<file path="src/rtl/monitor_overlay_ctrl.sv">
// Debug-monitor entry/exit sequencer for the 6502 system: raises NMI on break,
// breakpoint or single-step, then maps page OVL_PAGE onto control RAM while the monitor runs.
module monitor_overlay_ctrl #(
  parameter int          ARM_TIMEOUT = 16,
  parameter logic [7:0]  OVL_PAGE    = 8'hFF,
  parameter logic [15:0] NMI_VEC     = 16'hFFFA
) (
  input  logic        clk,
  input  logic        rst,
  input  logic        cyc_en,
  input  logic [15:0] addr,
  input  logic        rw,
  input  logic        sync,
  input  logic        brk_req,
  input  logic        step_req,
  input  logic        bp_en,
  input  logic [15:0] bp_addr,
  output logic        nmi_n,
  output logic        ovl_cs,
  output logic [7:0]  ovl_a,
  output logic [1:0]  state,
  output logic [1:0]  cause,
  output logic        timeout_err,
  output logic [7:0]  entry_cnt
);

  // state   | meaning
  // NORMAL  | user program runs, watching for break / breakpoint / step
  // ARMED   | NMI asserted, waiting for the CPU to fetch the NMI vector
  // OVERLAY | monitor runs, page OVL_PAGE served by control RAM
  typedef enum logic [1:0] {
    ST_NORMAL  = 2'd0,
    ST_ARMED   = 2'd1,
    ST_OVERLAY = 2'd2
  } state_t;

  localparam int            TW       = $clog2(ARM_TIMEOUT + 1);
  localparam logic [TW-1:0] TMO_LAST = TW'(ARM_TIMEOUT - 1);
  localparam logic [TW-1:0] TMO_MAX  = TW'(ARM_TIMEOUT);

  state_t        state_q, state_d;
  logic          nmi_n_q, nmi_n_d;
  logic [1:0]    cause_q, cause_d;
  logic          tmo_err_q, tmo_err_d;
  logic [7:0]    entry_q, entry_d;
  logic [TW-1:0] tmo_cnt_q, tmo_cnt_d;
  logic          step_pend_q, step_pend_d;
  logic [1:0]    step_cnt_q, step_cnt_d;

  logic fetch, in_page, bp_hit, step_hit, vec_hit;

  assign fetch    = cyc_en & sync;
  assign in_page  = (addr[15:8] == OVL_PAGE);
  assign bp_hit   = fetch & bp_en & (addr == bp_addr);
  // the sync that started the step window is not counted, so the second one ends it
  assign step_hit = step_pend_q & fetch & (step_cnt_q == 2'd1);
  assign vec_hit  = cyc_en & rw & (addr == NMI_VEC);

  always_ff @(posedge clk) begin
    if (rst) begin
      state_q     <= ST_NORMAL;
      nmi_n_q     <= 1'b1;
      cause_q     <= 2'd0;
      tmo_err_q   <= 1'b0;
      entry_q     <= 8'd0;
      tmo_cnt_q   <= '0;
      step_pend_q <= 1'b0;
      step_cnt_q  <= 2'd0;
    end else begin
      state_q     <= state_d;
      nmi_n_q     <= nmi_n_d;
      cause_q     <= cause_d;
      tmo_err_q   <= tmo_err_d;
      entry_q     <= entry_d;
      tmo_cnt_q   <= tmo_cnt_d;
      step_pend_q <= step_pend_d;
      step_cnt_q  <= step_cnt_d;
    end
  end

  always_comb begin
    state_d     = state_q;
    nmi_n_d     = nmi_n_q;
    cause_d     = cause_q;
    tmo_err_d   = tmo_err_q;
    entry_d     = entry_q;
    tmo_cnt_d   = tmo_cnt_q;
    step_pend_d = step_pend_q;
    step_cnt_d  = step_cnt_q;
    case (state_q)
      ST_NORMAL: begin
        if (brk_req | bp_hit | step_hit) begin
          state_d     = ST_ARMED;
          nmi_n_d     = 1'b0;
          tmo_cnt_d   = '0;
          step_pend_d = 1'b0;
          step_cnt_d  = 2'd0;
          if (brk_req)     cause_d = 2'd0;
          else if (bp_hit) cause_d = 2'd1;
          else             cause_d = 2'd2;
        end else if (step_req) begin
          step_pend_d = 1'b1;
          step_cnt_d  = 2'd0;
        end else if (step_pend_q & fetch) begin
          step_cnt_d = step_cnt_q + 2'd1;
        end
      end
      ST_ARMED: begin
        nmi_n_d = 1'b0;
        if (vec_hit) begin
          state_d = ST_OVERLAY;
          nmi_n_d = 1'b1;
          entry_d = entry_q + 8'd1;
        end else if (cyc_en) begin
          if (tmo_cnt_q >= TMO_LAST) begin
            state_d   = ST_NORMAL;
            nmi_n_d   = 1'b1;
            tmo_err_d = 1'b1;
            tmo_cnt_d = TMO_MAX;
          end else begin
            tmo_cnt_d = tmo_cnt_q + 1'b1;
          end
        end
      end
      ST_OVERLAY: begin
        if (fetch & ~in_page) state_d = ST_NORMAL;
      end
      default: begin
        state_d = ST_NORMAL;
        nmi_n_d = 1'b1;
      end
    endcase
  end

  // decoded straight from state so a reset drops the overlay in the same cycle
  always_comb begin
    ovl_cs = 1'b0;
    case (state_q)
      ST_ARMED:   ovl_cs = rw & (addr == NMI_VEC);
      ST_OVERLAY: ovl_cs = in_page;
      default:    ovl_cs = 1'b0;
    endcase
  end

  assign ovl_a       = addr[7:0];
  assign state       = state_q;
  assign nmi_n       = nmi_n_q;
  assign cause       = cause_q;
  assign timeout_err = tmo_err_q;
  assign entry_cnt   = entry_q;

endmodule

</file>
<file path="config.mk">
export PLATFORM = sky130hd
export DESIGN_NAME = monitor_overlay_ctrl
export DESIGN_NICKNAME = d
export VERILOG_FILES = /design/src/rtl/monitor_overlay_ctrl.sv
export SDC_FILE = /design/constraint.sdc
export NUM_CORES = 1
export LEC_CHECK = 0
export CORE_ASPECT_RATIO = 0.6
export CORE_MARGIN = 1
export CORE_UTILIZATION = 25
export DETAILED_ROUTE_END_ITERATION = 10
export GPL_ROUTABILITY_DRIVEN = 0
export SLEW_MARGIN = 10
export SYNTH_ARGS = -nofsm -noshare
export SYNTH_HDL_FRONTEND = slang
export SYNTH_SLANG_ARGS = --single-unit
</file>
<file path="constraint.sdc">
create_clock -name clk -period 2.96 [get_ports clk]
set_input_delay 0.444 -clock clk [delete_from_list [all_inputs] [get_ports clk]]
set_output_delay 0.444 -clock clk [all_outputs]
set_load 0.02 [all_outputs]
</file>
* Yosys cells after proc, flatten, opt, wreduce, memory -nomap -nowiden *
Index checks and enable logic that the tools add are counted.

storage, ports and cells
  memory bits (writable) = 0
  register bits after elaboration = 22
  output and inout bits = 23
  memories = 0
  latch bits = 0
  bits in read-only memories = 0
  word-level logic and storage cells = 74

operators by class
  reduce and logical (&&, ||, !) cells = 12
  add/sub/neg operators = 3
  bitwise gates (word level) = 14
  shift-type cells = 0
  magnitude comparators = 1
  multiplexer cells = 24
  equality and inequality tests = 12
  $mul = 0
  div/mod/pow operators = 0

operators by type and width
  operator                number
  $mux W2                 10
  $mux W5                 4
  $eq A16 B16 Y1          1
  $eq A16 B16 Y1 const B  1
  $reduce_and A4 Y1       3
  $pmux W5 S2             1
  $reduce_and A2 Y1       5
  $and A1 B1 Y1           9
  $add A8 B1 Y8 const B   1
  $eq A8 B8 Y1 const B    1
  $ne A2 B2 Y1 const B    4
  $mux W1                 6
  $ne A3 B3 Y1 const B    2
  $pmux W2 S3             1
  $add A5 B1 Y5 const B   1
  $ge A5 B4 Y1 const B    1
  $eq A2 B1 Y1 const B    2
  $reduce_bool A2 Y1      2
  $not A1 Y1              3
  $pmux W1 S3             1
  $reduce_bool A3 Y1      1
  $add A2 B1 Y2 const B   1
  $eq A2 B2 Y1 const B    1
  $logic_not A2 Y1        1
  other kinds (2)         3

* Longest topological paths before layout *
  word-level depth = 7
  gate-level depth with buffers = 9

* Least setup slack after synthesis *
Ideal clock, no wire load.

  path type = flip-flop to flip-flop
  start = register state_q[0], in the netlist state[0]
  end = register tmo_cnt_q[2]
  buffers on the path = 1
  library setup time = 0.071 ns
  stages on the path, launching flop included = 8
  arrival time = 1.854 ns
  period minus slack after synthesis = 1.925 ns
  path slack = 1.035 ns
  cell sequence = dfxtp_1 -> ha_1 -> buf_2 -> nand2_1 -> a31oi_1 -> a21oi_2 -> or4_1 -> a21oi_1

between the ends
  cells in the longest elaborated chain, start to end = 3
  elaborated cells between the ends (all ways) = 8

RTL lines
  item                                                                 line  text
  start, declared                                                      41    state_t state_q, state_d;
  start signal, assigned                                               70    state_q <= state_d;
  $eq A2 B1 Y1 / $logic_not A2 Y1 (equally long branches)              90    case (state_q)
  $ne A2 B2 Y1 (no line) / $reduce_bool A2 Y1 (equally long branches)  n/a
  $reduce_and A4 Y1 (no line)                                          n/a
  end signal, assigned                                                 75    tmo_cnt_q <= tmo_cnt_d;
  end, declared                                                        46    logic [TW-1:0] tmo_cnt_q, tmo_cnt_d;

Parallel ways exist; a longest one is shown, timed or not.
A chain may end at the register's enable or synchronous reset.

* Worst setup path after layout *
  start = input addr[7]
  end = output ovl_cs

between the ends
  cells in the longest elaborated chain, start to end = 3

RTL lines
  item             line  text
  start, declared  11    input logic [15:0] addr,
  $eq A16 B16 Y1   139   ST_ARMED: ovl_cs = rw & (addr == NMI_VEC);
  $and A1 B1 Y1    139
  $pmux W1 S2      138   case (state_q)
  end, declared    19    output logic ovl_cs,

Every way passes these cells.

==> impl_metrics.json <==
{
  "asyncSetResetFlopFracSynth": 0,
  "hold_path_depth": 2,
  "post_synth_num_cell_types": 50,
  "maxSlewHeadroom": 0.4260,
  "setup-violations-final": 0,
  "std_cell_rows": 21,
  "drc_errors": 0,
  "synth_area_leader_cell": "sky130_fd_sc_hd__dfxtp_1",
  "synth_edf_count": 0,
  "grt.total_usage": 0.1347,
  "crit_path_max_incr_delay_ns": 0.64,
  "antenna_found_initial": 0,
  "grt_pass1_vias": 1435,
  "grt.overflow.total": 0,
  "post-synth-top-count-cell": "sky130_fd_sc_hd__dfxtp_1",
  "synth.area.top_cells": "sky130_fd_sc_hd__dfxtp_1 (29%), sky130_fd_sc_hd__xnor2_1 (10%), sky130_fd_sc_hd__ha_1 (5.8%)",
  "max-vdd-ir-drop_uv": 140.7,
  "final.hold.worst_slack_ns": 0.4551,
  "finalMaxSlewViolations": 0,
  "final.setup.tns_ns": 0,
  "outcome": "complete, no violations",
  "clock-root-buffer": "sky130_fd_sc_hd__clkbuf_8",
  "grt_setup_unrepaired": "no",
  "design.core.area_um2": 5728,
  "ioPinCount": 63,
  "worstSetupStartpointType": "input pin",
  "starting_density_of_the_core": 0.2654,
  "timing.final.crit_share": 0.9123,
  "ant_nets": 0,
  "critical_path_arrival_ns": 2.26,
  "synth_ff_type": "sky130_fd_sc_hd__dfxtp_1",
  "r2r_start": "state[0]",
  "clkLatencyLatePin_ns": 0.26,
  "num_clock_sinks": 22,
  "timing.critical_path.slowest_stage_cell": "sky130_fd_sc_hd__clkdlybuf4s50_1",
  "antenna_cells_inserted": 0,
  "yosysWarningCount": 0,
  "grt_pass1_wl_um": 6789,
  "via_count": 1473,
  "post_synth_most_frequent_cells": "sky130_fd_sc_hd__dfxtp_1 (22), sky130_fd_sc_hd__xnor2_1 (18), sky130_fd_sc_hd__nor2_1 (16)",
  "post_cts_setup_repair_buffer_count": 0,
  "final_layout_size_suffix_gt1_frac": 0.07917,
  "cp_data_required_time_ns": 2.52,
  "dieArea_um2": 6407,
  "cap_viol_max_count": 0,
  "cts.hold.buffers_added": 0,
  "total_clock_buffers_created_by_cts": 3,
  "path_cells": "clkdlybuf4s50_1, nand4b_1, nor3_2, nand3_1, a21boi_0, clkdlybuf4s50_1",
  "flops_latches_synth": 22,
  "timing.rr.end": "step_cnt_q[0]",
  "synth-seq-area-share": 0.2897,
  "design_power_total_uw": 699.0,
  "cts_tree": "done",
  "synth_cells": 182,
  "finClkSkew_ns": 0.006423,
  "max_clock_freq_mhz": 370.3,
  "place.port_buffers": 62,
  "clock_tree.buffer_depth": 2,
  "reg2regPathDepth": 6,
  "cts.reportedPaths.clkPinSlew_ns": 0.08,
  "die_h_um": 62.41,
  "drtIter0Drc": 84,
  "drt-total-wl_um": 3955,
  "post_cts.resized_instances": 0,
  "detail_route.vias_per_cell": 4.603,
  "r2r_setup_slack_ns": 0.75,
  "period_minus_slack_ns": 2.700,
  "hold-path-endpoint": "cause[0]",
  "first_pass_iters": 4,
  "min_delay_startpoint": "cause[0]",
  "path_common_cell": "sky130_fd_sc_hd__clkdlybuf4s50_1",
  "criticalPathCategory": "in -> out",
  "worstPathMaxFanout": 4,
  "synth.top_cell.area_share": 0.2897,
  "hold_class": "reg -> reg",
  "mappedNetlistArea_um2": 1520,
  "cellLeakagePower_uw": 0.0008113,
  "synth.net_count": 229,
  "hpwl_um": 3242,
  "layout.nets": 289,
  "postSynthAreaPerCell_um2": 8.353,
  "syn_to_final_growth_pct": 47.74,
  "power_density_nw_per_um2": 311.2,
  "worst-slew-pin-transition_ns": 0.8594,
  "mean_routed_wirelength_per_cell_um": 12.36,
  "finalHoldViolations": 0,
  "grt_max_degree": 18,
  "fp.dieW_um": 102.7,
  "h-tree-depth": 1,
  "cp_capture_type": "primary output"
}
==> report_power, final <==
part           leakage (µW)  switching, µW  internal [µW]
clock             0.0000216           92.6           90.7
sequential         0.000178           6.05            303
combinational      0.000612           99.7            107
==> worst max-delay path: cells and delay by family <==
family          cells  cell delay, ns
simple gates        3            0.46
compound gates      1            0.18
buf+inv             2            1.18
==> cells by family after synthesis <==
group | after synthesis | share of synthesized area
compound gates | 42 | 0.1901
xor+xnor | 20 | 0.1152
fa+ha+maj | 7 | 0.05761
buf+inv | 23 | 0.07819
flops | 22 | 0.2897
mux | 2 | 0.01399
simple gates | 66 | 0.2552
==> per-stage QoR <==
stage                     area (µm²)  setup WS (ns)  std cells    util
after global routing            2246         0.1644        320  0.3921
after global placement          2205         0.2683        317  0.3849
final                           2246         0.2595        320  0.3921
after floorplan                 1520          1.035        182       -
after CTS                       2246         0.2384        320  0.3921
after detailed placement        2205         0.2478        317  0.3849
==> state kept, by name (all words and copies together) (netlist names) <==
register     count
entry_cnt        8
tmo_cnt_q        5
nmi_n            1
state            2
cause            2
step_pend_q      1
step_cnt_q       2
timeout_err      1
==> worst max-delay path by stage <==
stage,slack [ns],end,cells after the start,from
after global routing,0.16,ovl_cs,6,addr[7]
after CTS,0.24,ovl_cs,6,addr[7]
after detailed placement,0.25,ovl_cs,6,addr[7]
after floorplan,1.04,tmo_cnt_q[2],7,state[0]
after global placement,0.27,ovl_cs,6,addr[7]
final,0.26,ovl_cs,6,addr[7]
==> cell type report <==
cell class / instances / area, µm²
tap: 80 / 100.1
inverter: 10 / 37.54
sequential: 22 / 440.4
clock buffer: 3 / 41.29
fill: 616 / 3482
timing repair buffer: 68 / 665.6
multi-input combinational: 137 / 960.9
==> layout by cell type (no fill, tap or decap), types with 2 or more instances in the layout <==
cell type / instances
sky130_fd_sc_hd__xor2_1: 2
sky130_fd_sc_hd__buf_4: 6
sky130_fd_sc_hd__or4_1: 2
sky130_fd_sc_hd__nand3_1: 4
sky130_fd_sc_hd__o21a_1: 3
sky130_fd_sc_hd__dfxtp_1: 22
sky130_fd_sc_hd__nor3b_1: 3
sky130_fd_sc_hd__nand4b_1: 2
sky130_fd_sc_hd__o31ai_1: 2
sky130_fd_sc_hd__nand2b_1: 2
sky130_fd_sc_hd__o21ai_0: 4
sky130_fd_sc_hd__or3_1: 2
sky130_fd_sc_hd__nand4_1: 10
sky130_fd_sc_hd__a211oi_1: 2
sky130_fd_sc_hd__nor2_1: 16
sky130_fd_sc_hd__ha_1: 7
sky130_fd_sc_hd__clkbuf_8: 3
sky130_fd_sc_hd__o21ai_1: 3
sky130_fd_sc_hd__a21o_1: 2
sky130_fd_sc_hd__a21oi_1: 13
sky130_fd_sc_hd__clkdlybuf4s50_1: 62
sky130_fd_sc_hd__xnor2_1: 18
sky130_fd_sc_hd__and3_1: 3
sky130_fd_sc_hd__inv_1: 10
sky130_fd_sc_hd__a311oi_1: 2
sky130_fd_sc_hd__nand2_1: 12
==> routing by layer <==
metal  up-vias  track usage  part of all wire
met1       662       0.2019              0.53
met3         2      0.04474             0.065
met5         -            0                 0
met4         0      0.01607            0.0033
met2        39       0.1883              0.40
li1        770            -                 -
(Power assumes the default switching activity.)
